`src/rtl/uop_seq.sv`:
```
// Micro-op sequencer: cracks MIPS/Y86 instructions into indexed micro-ops and queues them in a small FIFO.
// Optional same-cycle bypass of an empty FIFO is enabled with `define UOP_SEQ_BYPASS_EN.
module uop_seq #(
   parameter int INST_W   = 48,
   parameter int DEPTH    = 4,
   parameter int MAX_UOPS = 3,
   parameter int IDX_W    = 2
) (
   input  logic                       clk,
   input  logic                       reset,
   input  logic                       flush,
   input  logic                       in_valid,
   output logic                       in_ready,
   input  logic [INST_W-1:0]          in_inst,
   input  logic                       in_mode,
   output logic                       out_valid,
   input  logic                       out_ready,
   output logic [INST_W-1:0]          out_inst,
   output logic                       out_mode,
   output logic [IDX_W-1:0]           out_idx,
   output logic                       out_last,
   output logic [$clog2(DEPTH):0]     count,
   output logic                       busy
);

   // state | meaning
   // IDLE  | waiting for an instruction; pushes idx 0 on accept
   // CRACK | emitting idx 1..N-1 of the latched instruction
   typedef enum logic [0:0] {IDLE = 1'b0, CRACK = 1'b1} state_t;

   localparam int PW = $clog2(DEPTH);
   localparam int CW = PW + 1;

   state_t              state_q, state_d;
   logic [IDX_W-1:0]    k_q, k_d;
   logic [INST_W-1:0]   lat_inst;
   logic                lat_mode;
   logic [IDX_W-1:0]    lat_last;
   logic                lat_load;

   logic [INST_W-1:0]   mem_inst [DEPTH];
   logic                mem_mode [DEPTH];
   logic [IDX_W-1:0]    mem_idx  [DEPTH];
   logic                mem_last [DEPTH];
   logic [PW-1:0]       rd_ptr, wr_ptr;
   logic [CW-1:0]       count_q;

   logic                full, accept, push, byp, wr_en, rd_en;
   logic [IDX_W-1:0]    in_last_idx;
   logic [INST_W-1:0]   push_inst;
   logic                push_mode;
   logic [IDX_W-1:0]    push_idx;
   logic                push_last;

   assign full     = (count_q == CW'(DEPTH));
   assign in_ready = (state_q == IDLE) && !full && !flush;
   assign accept   = in_valid && in_ready;
   assign busy     = (state_q == CRACK);
   assign count    = count_q;

   // Last micro-op index (N-1) of the offered instruction.
   always_comb begin
      in_last_idx = '0;
      if (in_mode) begin
         if (in_inst[7:4] == 4'hB && in_inst[15:12] != 4'h4)
            in_last_idx = IDX_W'(1);
         else if (in_inst[7:4] == 4'hD)
            in_last_idx = IDX_W'(MAX_UOPS - 1);
      end
   end

   always_comb begin
      state_d   = state_q;
      k_d       = k_q;
      lat_load  = 1'b0;
      push      = 1'b0;
      push_inst = in_inst;
      push_mode = in_mode;
      push_idx  = '0;
      push_last = (in_last_idx == '0);
      case (state_q)
         IDLE: begin
            if (accept) begin
               push = 1'b1;
               if (in_last_idx != '0) begin
                  state_d  = CRACK;
                  k_d      = IDX_W'(1);
                  lat_load = 1'b1;
               end
            end
         end
         CRACK: begin
            push_inst = lat_inst;
            push_mode = lat_mode;
            push_idx  = k_q;
            push_last = (k_q == lat_last);
            if (!full && !flush) begin
               push = 1'b1;
               if (push_last) begin
                  state_d = IDLE;
                  k_d     = '0;
               end else begin
                  k_d = k_q + IDX_W'(1);
               end
            end
         end
         default: begin
            state_d = IDLE;
            k_d     = '0;
         end
      endcase
      if (flush) begin
         state_d = IDLE;
         k_d     = '0;
      end
   end

   always_ff @(posedge clk) begin
      if (reset) begin
         state_q  <= IDLE;
         k_q      <= '0;
         lat_inst <= '0;
         lat_mode <= 1'b0;
         lat_last <= '0;
      end else begin
         state_q <= state_d;
         k_q     <= k_d;
         if (lat_load) begin
            lat_inst <= in_inst;
            lat_mode <= in_mode;
            lat_last <= in_last_idx;
         end
      end
   end

`ifdef UOP_SEQ_BYPASS_EN
   assign byp = (count_q == '0) && push;
`else
   assign byp = 1'b0;
`endif

   // A bypassed micro-op taken by the consumer never touches the FIFO.
   assign wr_en     = push && !(byp && out_ready);
   assign rd_en     = (count_q != '0) && out_ready && !flush;
   assign out_valid = (count_q != '0) || byp;
   assign out_inst  = byp ? push_inst : mem_inst[rd_ptr];
   assign out_mode  = byp ? push_mode : mem_mode[rd_ptr];
   assign out_idx   = byp ? push_idx  : mem_idx[rd_ptr];
   assign out_last  = byp ? push_last : mem_last[rd_ptr];

   always_ff @(posedge clk) begin
      if (reset) begin
         rd_ptr  <= '0;
         wr_ptr  <= '0;
         count_q <= '0;
         for (int i = 0; i < DEPTH; i++) begin
            mem_inst[i] <= '0;
            mem_mode[i] <= 1'b0;
            mem_idx[i]  <= '0;
            mem_last[i] <= 1'b0;
         end
      end else if (flush) begin
         rd_ptr  <= '0;
         wr_ptr  <= '0;
         count_q <= '0;
      end else begin
         if (wr_en) begin
            mem_inst[wr_ptr] <= push_inst;
            mem_mode[wr_ptr] <= push_mode;
            mem_idx[wr_ptr]  <= push_idx;
            mem_last[wr_ptr] <= push_last;
            wr_ptr           <= wr_ptr + PW'(1);
         end
         if (rd_en)
            rd_ptr <= rd_ptr + PW'(1);
         case ({wr_en, rd_en})
            2'b10:   count_q <= count_q + CW'(1);
            2'b01:   count_q <= count_q - CW'(1);
            default: count_q <= count_q;
         endcase
      end
   end

endmodule

```
`config.mk`:
```
export PLATFORM = sky130hd
export DESIGN_NAME = uop_seq
export DESIGN_NICKNAME = d
export VERILOG_FILES = /design/src/rtl/uop_seq.sv
export SDC_FILE = /design/constraint.sdc
export NUM_CORES = 1
export LEC_CHECK = 0
export ABC_CLOCK_PERIOD_IN_PS = 9250
export CELL_PAD_IN_SITES_DETAIL_PLACEMENT = 0
export CELL_PAD_IN_SITES_GLOBAL_PLACEMENT = 1
export CORE_MARGIN = 8
export CORE_UTILIZATION = 29
export CTS_CLUSTER_SIZE = 16
export DETAILED_ROUTE_END_ITERATION = 10
export GPL_ROUTABILITY_DRIVEN = 0
export PLACE_DENSITY = 0.51
export SLEW_MARGIN = 20
export SYNTH_ARGS = -nofsm -noshare
export SYNTH_HDL_FRONTEND = slang
export SYNTH_SLANG_ARGS = --single-unit
export TNS_END_PERCENT = 1
```
`constraint.sdc`:
```
create_clock -name clk -period 9.25 [get_ports clk]
set_input_delay 1.85 -clock clk [delete_from_list [all_inputs] [get_ports clk]]
set_output_delay 1.85 -clock clk [all_outputs]
set_load 0.01 [all_outputs]
```
# --- Yosys cells after proc, flatten, opt, wreduce, memory -nomap -nowiden ---
# Memories as Yosys holds them, arrays and structs flattened. A register that Yosys moved wholly into a read port is not among the register bits.
# Index checks and enable logic that the tools add are counted.
op_classes:
  eq_ne: 10
  n_addsub: 5
  mul: 0
  div_mod_pow: 0
  n_shift: 0
  order_cmp: 0
  bitwise: 1
  muxes: 48
  n_reduce_logical: 19
ops:
  columns: ["operator", "n"]
  rows:
  - ["2-to-1 mux 48 bit", 2]
  - ["OR reduction 48 bit", 1]
  - ["2-to-1 mux 2 bit", 21]
  - ["2-to-1 mux 1 bit", 21]
  - ["equality test 4 bit (second input constant)", 2]
  - ["logical AND 1 bit", 7]
  - ["adder 2 x 1 -> 2 bit (second input constant)", 3]
  - ["case mux 3 bit (2 select lines)", 1]
  - ["!= test 2 x 1 -> 1 bit (second input constant)", 2]
  - ["!= test 4 x 3 -> 1 bit (second input constant)", 1]
  - ["case mux 1 bit (2 select lines)", 2]
  - ["case mux 2 bit (2 select lines)", 1]
  - ["nonzero test 2 bit", 2]
  - ["OR reduction 2 bit", 2]
  - ["adder 3 x 1 -> 3 bit (second input constant)", 1]
  - ["equality test 3 bit (second input constant)", 1]
  - ["AND reduction 3 bit", 1]
  - ["nonzero test 3 bit", 1]
  - ["subtractor 3 x 1 -> 3 bit (second input constant)", 1]
  - ["equality test 2 x 1 -> 1 bit (second input constant)", 1]
  - ["equality test 2 bit", 1]
  - ["equality test 2 bit (second input constant)", 1]
  - ["zero test 1 bit", 2]
  - ["zero test 2 bit", 1]
  - ["other kinds (3)", 4]
word_totals:
  elab_cells: 95
  mem_count: 4
  rom_bits: 0
  latchBits: 0
  reg_bits: 61
  inputBits: 54
  out_inout_bits: 58
  ram_bits: 208
mem_list:
  columns: ["name", "words", "width", "rd", "rd_clocked_by_memory_dff", "write_ports", "line_no", "rtl"]
  rows:
  - ["mem_inst", 4, 48, 1, 1, 4, "41", "logic [INST_W-1:0] mem_inst [DEPTH];"]
  - ["mem_idx", 4, 2, 1, 1, 4, "43", "logic [IDX_W-1:0] mem_idx [DEPTH];"]
  - ["mem_last", 4, 1, 1, 1, 4, "44", "logic mem_last [DEPTH];"]
  - ["mem_mode", 4, 1, 1, 1, 4, "42", "logic mem_mode [DEPTH];"]

# --- Longest topological paths before layout ---
# Gate-level depths: netlist of run 1.
depth:
  word_depth: 13
  ltp_mapped: 9
  depth_no_buf: 9

# --- Least setup slack after synthesis of run 1 ---
# OpenSTA, ideal clock, no wires.
synth_path:
  path_type: "input port to flip-flop"
  from: "input flush"
  to: "memory mem_idx[2][0], enable pin"
  setup_slack_ns: 4.857
  arrival_ns: 3.982
  required_ns: 8.839
  setup_ns: 0.411
  cell_stages: 6
  n_path_buf: 2
  path_cell_list: "nor2_2 > nand4_4 > or3b_1 > buf_2 > buf_6 > nand2_1"
synth_lines:
  columns: ["element", "line_no", "rtl"]
  rows:
  - ["start: declaration", "11", "input logic flush,"]
  - ["end: declaration", "43", null]

# --- Worst setup path in the final report of run 1 ---
layout_path:
  from: "input flush"
  to: "output in_ready"
layout_via:
  elab_chain_cells: 2
layout_lines:
  columns: ["element", "line_no", "rtl"]
  rows:
  - ["zero test 1 bit", "56", "assign in_ready = (state_q == IDLE) && !full && !flush;"]
  - ["logical AND 1 bit", "56", null]
  - ["end: declaration", "13", "output logic in_ready,"]
# Every way passes these cells.

==> out/metrics.yaml, run 1 <==
run_status:
  status: "complete, no violations"
grt:
  grt_util_all_layers_pct: 13.51
  grt_max_degree: 74
  grt_pass1_wl_mm: 48.78
  grt_pass1_vias: 7576
  grt.overflow.total: 0
  antenna_found_initial: 0
clock_network:
  hold_buffers: 0
  path_clk_slew_ps: 50
  cts.sinks: 271
  htree_num_levels: 1
  numCtsBuffers: 31
  cts_resized: 0
  clk_path_buf_depth: 3
  cts_root_buf: "clkbuf_16"
  cts_tree: "built"
  clkLatencyLatePin_ps: 570
  cts_setup_buffers: 0
synthesis:
  synthesis.area_mm2: 0.01161
  synthCells: 865
  synthXorXnorAreaFrac_pct: 0.5281
  ys_warn_count: 0
  post_synth_fa_ha_maj_area_fraction_pct: 0.2802
  yosys.area_share.simple_pct: 10.66
  synth_seq_area_share_pct: 64.66
  synth_top_family_by_area: "multiplexers"
  muxShareOfSynthArea_pct: 14.31
  synthFlopType: "edfxtp_1"
  ys_async_sr_fraction_pct: 0
  syn_area_per_cell_um2: 13.42
  syn_nets: 921
  ys_seq_elements: 271
  synth_compound_area_share_pct: 6.348
  synth_cell_types: 45
  synth_edf_count: 208
layout:
  area_growth_pct: 21.91
  fin_util_pct: 35.70
  nNetsFinal: 1007
  antennaDiodeCount: 0
  fin_area_mm2: 0.01415
  layout-drive-gt1-share_pct: 17.21
worst_setup_path:
  worstPathRequired_ps: 7400
  worstPathArrival_ps: 3150
  rrSetupSlack_ps: 5640
  r2r_start: "count[0]"
  r2r_cells: 5
  reg2reg_to: "mem_inst[2][2]"
  cp_max_fo: 5
  critPathKind: "input port to output port"
  end_kind: "output port"
  startpoint_type: "input port"
sta:
  fmax_ghz: 0.1999
  setup_violations: 0
  fin_hold_ws_ps: 461.4
  tightest_slew_ps: 1069
  maxSlewViolCount: 0
  rsz0062_at_grt: "false"
  finalSetupTns_ps: 0
  post-route-period-util_pct: 54.07
  maxSlewHeadroom_pct: 28.74
  hold_viol: 0
  finalCriticalPeriod_ps: 5002
  skew_ps: 30.38
floorplan:
  core_area_mm2: 0.03964
  initial_utilization_pct: 29.29
  die_w_um: 216.1
  ios: 112
  die-area_mm2: 0.04669
  num_rows: 73
  die_y_um: 216.1
detailed_routing:
  dr_total_vias: 7193
  wl_mm: 32.31
  wl_per_cell_um: 21.52
  drc: 0
  first_iter_violations: 455
  first_pass_iters: 4
  via_per_inst: 4.792
  antenna_left: 0
placed_design:
  placed_area_mm2: 0.01317
  numPortBuffers: 111
  dp_hpwl_mm: 17.54
worst_hold_path:
  min_to: "lat_inst[4]"
  worstHoldStart: "lat_inst[4]"
  hold_path.class: "flip-flop to flip-flop"
  whs_path_depth: 1
run:
  cap_violations: 0
power_and_ir_drop:
  power_mw: 2.719
  power_density_mw_per_mm2: 192.1
  vdd_ir_drop_max_mv: 0.1352
  p_leak_nw: 4.908
-- state kept, by name, indices dropped and copies added, names as in the netlist, 3 cells and up, named ones only --
name      flops
mem_mode      4
mem_inst    192
count         3
mem_idx       8
lat_inst     48
mem_last      4
-- logic make-up (layout without fill, tap and decap cells) --
kind of cell / after synthesis / count (layout)
and+or+nand+nor: 303 / 303
DFF: 271 / 271
AOI/OAI and AO/OA: 107 / 107
muxes: 101 / 101
buffers and inverters: 74 / 185
xor gates and xnor gates: 7 / 7
adders and majority gates: 2 / 2
-- layer usage --
| metal | global-route usage [%] | part of all wire, % |
|---|---|---|
| met1 | 18.22 | 46 |
| met2 | 22.77 | 48 |
| met3 | 2.103 | 4.3 |
| met4 | 2.840 | 1.3 |
| met5 | 0 | 0 |
-- critical path, stage by stage --
cell and delay [ps]:
clkdlybuf4s50_1 500, nor3_1 220, clkdlybuf4s50_1 570
-- cells in the mapped netlist, types with 5 or more instances --
cell	instances	share of area, %
nor2_1	218	7.0
edfxtp_1	208	54
dfxtp_1	63	11
nand2_1	55	1.8
mux4_2	52	10
mux2i_1	49	4.2
a21oi_1	48	2.1
a31o_2	42	3.2
buf_2	31	1.3
clkbuf_1	27	0.87
buf_4	5	0.32
buf_6	5	0.48
inv_1	5	0.16
nand2b_1	5	0.27
or3_1	5	0.27
-- how the worst max path moves through the flow --
stage | start | end | slack (ps) | cells after the start
after global routing | flush | mem_inst[2][1] | 4150 | 6
after CTS | flush | in_ready | 4240 | 3
after detailed placement | reset | mem_inst[2][14] | 3710 | 6
final | flush | in_ready | 4250 | 3
after floorplan | flush | mem_idx[2][0] | 4860 | 6
after global placement | reset | mem_inst[2][34] | 3710 | 6
-- metrics by stage --
step	std cells	worst slack (ps)
global placement	1443	3706
floorplan	865	4857
global route	1501	4149
detailed placement	1443	3713
CTS	1501	4238
finish	1501	4248
-- layout by cell type (no fill, tap or decap), types with 6 or more instances in the layout --
cell type | netlist | final
mux2i_1 | 49 | 49
a21oi_1 | 48 | 48
nor2_1 | 218 | 218
clkbuf_1 | 27 | 9
clkbuf_16 | 0 | 31
edfxtp_1 | 208 | 208
a31o_2 | 42 | 42
nand2_1 | 55 | 52
buf_4 | 5 | 10
clkdlybuf4s50_1 | 0 | 111
clkinv_2 | 0 | 6
dfxtp_1 | 63 | 60
mux4_2 | 52 | 52
-- where the power goes --
group	switching, mW	internal (mW)
registers	0.0107	1.35
clock network	0.493	0.695
logic	0.103	0.0720
total	0.606	2.11
-- cell type report --
class | count | area, µm²
clock buffers | 43 | 850.8
clock inverters | 15 | 128.9
fillers | 3883 | 25490
inverters | 6 | 25.02
multi-input cells | 520 | 3787
flip-flops and latches | 271 | 7518
well taps | 525 | 656.9
repair buffers | 121 | 1186
Note: power is estimated with default switching activity, not from simulation.
==> run 2, diff against run 1 <==
--- a/config.mk
+++ b/config.mk
@@ -5,7 +5,7 @@
 export SDC_FILE = /design/constraint.sdc
 export NUM_CORES = 1
 export LEC_CHECK = 0
-export ABC_CLOCK_PERIOD_IN_PS = 9250
+export ABC_CLOCK_PERIOD_IN_PS = 4200
 export CELL_PAD_IN_SITES_DETAIL_PLACEMENT = 0
 export CELL_PAD_IN_SITES_GLOBAL_PLACEMENT = 1
 export CORE_MARGIN = 8
@@ -13,7 +13,7 @@
 export CTS_CLUSTER_SIZE = 16
 export DETAILED_ROUTE_END_ITERATION = 10
 export GPL_ROUTABILITY_DRIVEN = 0
-export PLACE_DENSITY = 0.51
+export PLACE_DENSITY = 0.53
 export SLEW_MARGIN = 20
 export SYNTH_ARGS = -nofsm -noshare
 export SYNTH_HDL_FRONTEND = slang
==> constraint.sdc (replaced) <==
create_clock -name clk -period 4.2 [get_ports clk]
set_input_delay 0.84 -clock clk [delete_from_list [all_inputs] [get_ports clk]]
set_output_delay 0.84 -clock clk [all_outputs]
set_load 0.01 [all_outputs]
==> out/metrics.yaml, run 2 (synthesis results as in run 1) <==
run_status:
  status: "complete, no violations"
power_and_ir_drop:
  seqPwrFrac_pct: 51.3
  cell_internal_pwr_mw: 4.517
  power_density_mw_per_mm2: 408.7
  clkPwrFrac_pct: 41.8
  p_sw_mw: 1.302
  vdd_ir_drop_max_mv: 0.2665
  p_leak_nw: 4.956
  power_mw: 5.819
  comb_power_share_pct: 6.8
  swShare_pct: 22.37
grt:
  grt_max_degree: 87
  antenna_found_initial: 0
  grt_pass1_wl_mm: 48.99
  grt.overflow.total: 0
  grt_pass1_vias: 7612
  grt_util_all_layers_pct: 13.50
layout:
  regMostFlops: "mem_inst"
  multi_input_area_mm2: 0.003777
  area_growth_pct: 22.64
  fillers: 3922
  mostFrequentLayoutCells: "nor2_1 (218), edfxtp_1 (208), clkdlybuf4s50_1 (111)"
  fin_area_mm2: 0.01424
  largest_reg_flops: 192
  final_cells: 1511
  layout-drive-gt1-share_pct: 17.65
  final_common_cell: "nor2_1"
  fin_util_pct: 35.92
  antennaDiodeCount: 0
  reg_top3: "mem_inst x192, lat_inst x48, mem_idx x8"
  nNetsFinal: 1018
  final-seq-area_mm2: 0.007518
clock_network:
  cts_root_buf: "clkbuf_16"
  clk_path_buf_depth: 3
  htree_num_levels: 1
  cts.sinks: 271
  cts_tree: "built"
  hold_buffers: 0
  path_clk_slew_ps: 60
  cts_setup_buffers: 0
  clkLatencyLatePin_ps: 550
  numCtsBuffers: 30
  cts_resized: 0
sta:
  finalSetupTns_ps: 0
  setup_violations: 0
  maxSlewHeadroom_pct: 29.54
  tightest_slew_ps: 1057
  fmax_ghz: 0.2898
  fin_hold_ws_ps: 463.4
  hold_viol: 0
  post-route-period-util_pct: 82.16
  skew_ps: 14.10
  finalCriticalPeriod_ps: 3451
  fin_ws_ps: 749.1
  rsz0062_at_grt: "false"
  maxSlewViolCount: 0
detailed_routing:
  wl_per_cell_um: 21.31
  dr_total_vias: 7264
  via_per_inst: 4.807
  wl_mm: 32.19
  first_iter_violations: 487
  drc: 0
  antenna_left: 0
  first_pass_iters: 5
worst_hold_path:
  hold_path.class: "flip-flop to flip-flop"
worst_setup_path:
  startpoint_type: "flip-flop"
  critPathMaxStageDelay_ps: 700
  worstPathRequired_ps: 3360
  worstPathArrival_ps: 2610
  crit_chain: "buf_12 > mux4_2 > clkdlybuf4s50_1"
  cp_slowest_cell: "dfxtp_4"
  critPathKind: "flip-flop to output port"
  end_kind: "output port"
  cp_max_fo: 23
placed_design:
  preCtsSetupSlack_ps: 908.6
  placed_area_mm2: 0.01334
  dp_cells: 1455
  numPortBuffers: 111
  dp_hpwl_mm: 19.00
run:
  cap_violations: 0
floorplan:
  die-area_mm2: 0.04669
  die_w_um: 216.1
  initial_utilization_pct: 29.29
  core_area_mm2: 0.03964
  ios: 112
  die_y_um: 216.1
  num_rows: 73
## run 2: changes by cell type in the layout (fill, tap and decap cells not counted)
cell        change
a41o_2          +1
a41o_4          -1
buf_12          +7
buf_4           +5
bufinv_16       -2
clkbuf_1        +3
clkbuf_8        -1
clkinv_1        +1
clkinvlp_4      -2
inv_6           -1
## run 2: worst paths after layout
kind                            slack, ps       from  cells past startpoint         end
worst max-delay path                  750  flip-flop                      3  out_idx[1]
worst min-delay path                  460   lat_mode                      1    lat_mode
worst max register to register       1800   count[2]                      9    count[2]
worst min register to register        460   lat_mode                      1    lat_mode
## run 2: power by group through the flow
stage	logic, mW	registers, mW	clock network, mW
after global routing	0.430	3.00	2.61
after CTS	0.410	2.99	2.51
final	0.398	2.99	2.43
after floorplan	0.180	3.04	0
after global placement	0.409	3.04	0
after detailed placement	0.409	3.05	0
## run 2: layout make-up
cell class	count	area share, %
flip-flops and latches	271	52.80
multi-input cells	520	26.53
repair buffers	133	9.578
clock buffers	45	5.958
well taps	525	4.613
clock inverters	11	0.3427
inverters	6	0.1757
## run 2: per-layer routing
layer	wire [µm]	global-route usage (%)
met1	15010	18.51
met2	15490	22.56
met3	1232	2.033
met4	459	2.660
met5	0	0
## run 2: critical path: cells and delay by family (launching register included)
family   cells  cell delay [ps]
buf+inv      2              770
flops        1              700
mux          1              580
==> run 3, diff against run 2 <==
--- a/config.mk
+++ b/config.mk
@@ -5,7 +5,7 @@
 export SDC_FILE = /design/constraint.sdc
 export NUM_CORES = 1
 export LEC_CHECK = 0
-export ABC_CLOCK_PERIOD_IN_PS = 4200
+export ABC_CLOCK_PERIOD_IN_PS = 3590
 export CELL_PAD_IN_SITES_DETAIL_PLACEMENT = 0
 export CELL_PAD_IN_SITES_GLOBAL_PLACEMENT = 1
 export CORE_MARGIN = 8
@@ -13,7 +13,7 @@
 export CTS_CLUSTER_SIZE = 16
 export DETAILED_ROUTE_END_ITERATION = 10
 export GPL_ROUTABILITY_DRIVEN = 0
-export PLACE_DENSITY = 0.53
+export PLACE_DENSITY = 0.51
 export SLEW_MARGIN = 20
 export SYNTH_ARGS = -nofsm -noshare
 export SYNTH_HDL_FRONTEND = slang
==> constraint.sdc (replaced) <==
create_clock -name clk -period 3.59 [get_ports clk]
set_input_delay 0.718 -clock clk [delete_from_list [all_inputs] [get_ports clk]]
set_output_delay 0.718 -clock clk [all_outputs]
set_load 0.01 [all_outputs]
==> out/metrics.yaml, run 3 (synthesis results as in run 1) <==
sta:
  fmax_ghz: 0.3055
  maxSlewViolCount: 0
  skew_ps: 16.33
  finalCriticalPeriod_ps: 3273
  finalSetupTns_ps: 0
  post-route-period-util_pct: 91.16
  fin_ws_ps: 317.2
  rsz0062_at_grt: "false"
  tightest_slew_ps: 861.7
  hold_viol: 0
  setup_violations: 0
  maxSlewHeadroom_pct: 42.55
power_and_ir_drop:
  power_mw: 7.128
  power_density_mw_per_mm2: 493.3
  p_leak_nw: 5.058
  vdd_ir_drop_max_mv: 0.2397
clock_network:
  htree_num_levels: 2
  clk_path_buf_depth: 3
  numCtsBuffers: 34
  clkLatencyLatePin_ps: 500
  cts_root_buf: "clkbuf_16"
  hold_buffers: 0
  cts.sinks: 271
  cts_setup_buffers: 0
  cts_resized: 0
  cts_tree: "built"
  path_clk_slew_ps: 60
worst_setup_path:
  critPathMaxStageDelay_ps: 690
  r2r_cells: 9
  startpoint_type: "flip-flop"
  worstPathArrival_ps: 2550
  critPathKind: "flip-flop to output port"
  r2r_start: "busy"
  reg2reg_to: "count[2]"
  cp.depth: 3
  crit_buf_inv: 2
  worstPathRequired_ps: 2870
  cp_slowest_cell: "dfxtp_4"
  crit_chain: "buf_4 > mux4_2 > clkdlybuf4s50_1"
  end_kind: "output port"
  cp_max_fo: 24
  critical-path-top-delay-family: "buffers and inverters"
  rrSetupSlack_ps: 1160
grt:
  grt.overflow.total: 0
  grt_pass1_wl_mm: 50.20
  grt_util_all_layers_pct: 14.06
  grt_max_degree: 54
  antenna_found_initial: 0
  grt_pass1_vias: 7585
detailed_routing:
  dr_total_vias: 7337
  via_per_inst: 4.821
  antenna_left: 0
  first_pass_iters: 4
  first_iter_violations: 360
  drc: 0
  wl_mm: 33.20
  wl_per_cell_um: 21.81
layout:
  antennaDiodeCount: 0
  nNetsFinal: 1028
  mostFrequentLayoutCells: "nor2_1 (218), edfxtp_1 (208), clkdlybuf4s50_1 (111)"
  reg_top3: "mem_inst x192, lat_inst x48, mem_idx x8"
  final_cells: 1522
  largest_reg_flops: 192
  regMostFlops: "mem_inst"
  area_growth_pct: 24.45
  fillers: 3886
  layout-drive-gt1-share_pct: 18.56
  final_common_cell: "nor2_1"
run_status:
  status: "complete, no violations"
worst_hold_path:
  hold_path.class: "flip-flop to flip-flop"
  worstHoldStart: "lat_mode"
  min_to: "lat_mode"
  whs_path_depth: 1
placed_design:
  dp_cells: 1461
  numPortBuffers: 111
  preCtsSetupSlack_ps: 477.1
  dp_hpwl_mm: 19.60
floorplan:
  num_rows: 73
  die_w_um: 216.1
  initial_utilization_pct: 29.29
  die_y_um: 216.1
  ios: 112
  die-area_mm2: 0.04669
  core_area_mm2: 0.03964
run:
  cap_violations: 0
-- run 3: area by class of cell --
| type | instances | area [µm²] | area share [%] |
|---|---|---|---|
| sequential | 271 | 7518 | 52.03 |
| multi-input combinational | 520 | 3787 | 26.21 |
| timing repair buffer | 139 | 1434 | 9.924 |
| clock buffer | 52 | 979.7 | 6.780 |
| tap | 525 | 656.9 | 4.546 |
| clock inverter | 9 | 47.55 | 0.3291 |
| inverter | 6 | 25.02 | 0.1732 |
-- run 3: metal layers --
metal	global-route usage, %	routed length [µm]	vias up
li1	-	-	3396
met1	19.09	15240	3754
met2	23.35	16170	151
met3	2.396	1303	36
met4	3.043	480	0
met5	0	0	-
-- run 3: report_power, final --
part / switching (mW) / internal (mW) / total (mW)
logic: 0.270 / 0.204 / 0.474
clock network: 1.28 / 1.88 / 3.16
registers: 0.0293 / 3.47 / 3.50
-- run 3: how the worst max path moves through the flow --
stage                         end  slack, ps
finish               out_inst[47]        320
global route         out_inst[42]        150
CTS                  out_inst[42]        210
detailed placement         k_q[1]        480
global placement           k_q[1]        380
floorplan           mem_idx[2][0]        330
-- run 3: metrics by stage --
step	hold slack [ps]	cell area (µm²)	utilization [%]
2_1_floorplan	440.3	11610	-
3_5_place_dp	454.4	13420	33.86
5_1_grt	477.6	14450	36.45
4_1_cts	465.8	14450	36.45
3_3_place_gp	446.6	13420	33.86
6_report	462.2	14450	36.45
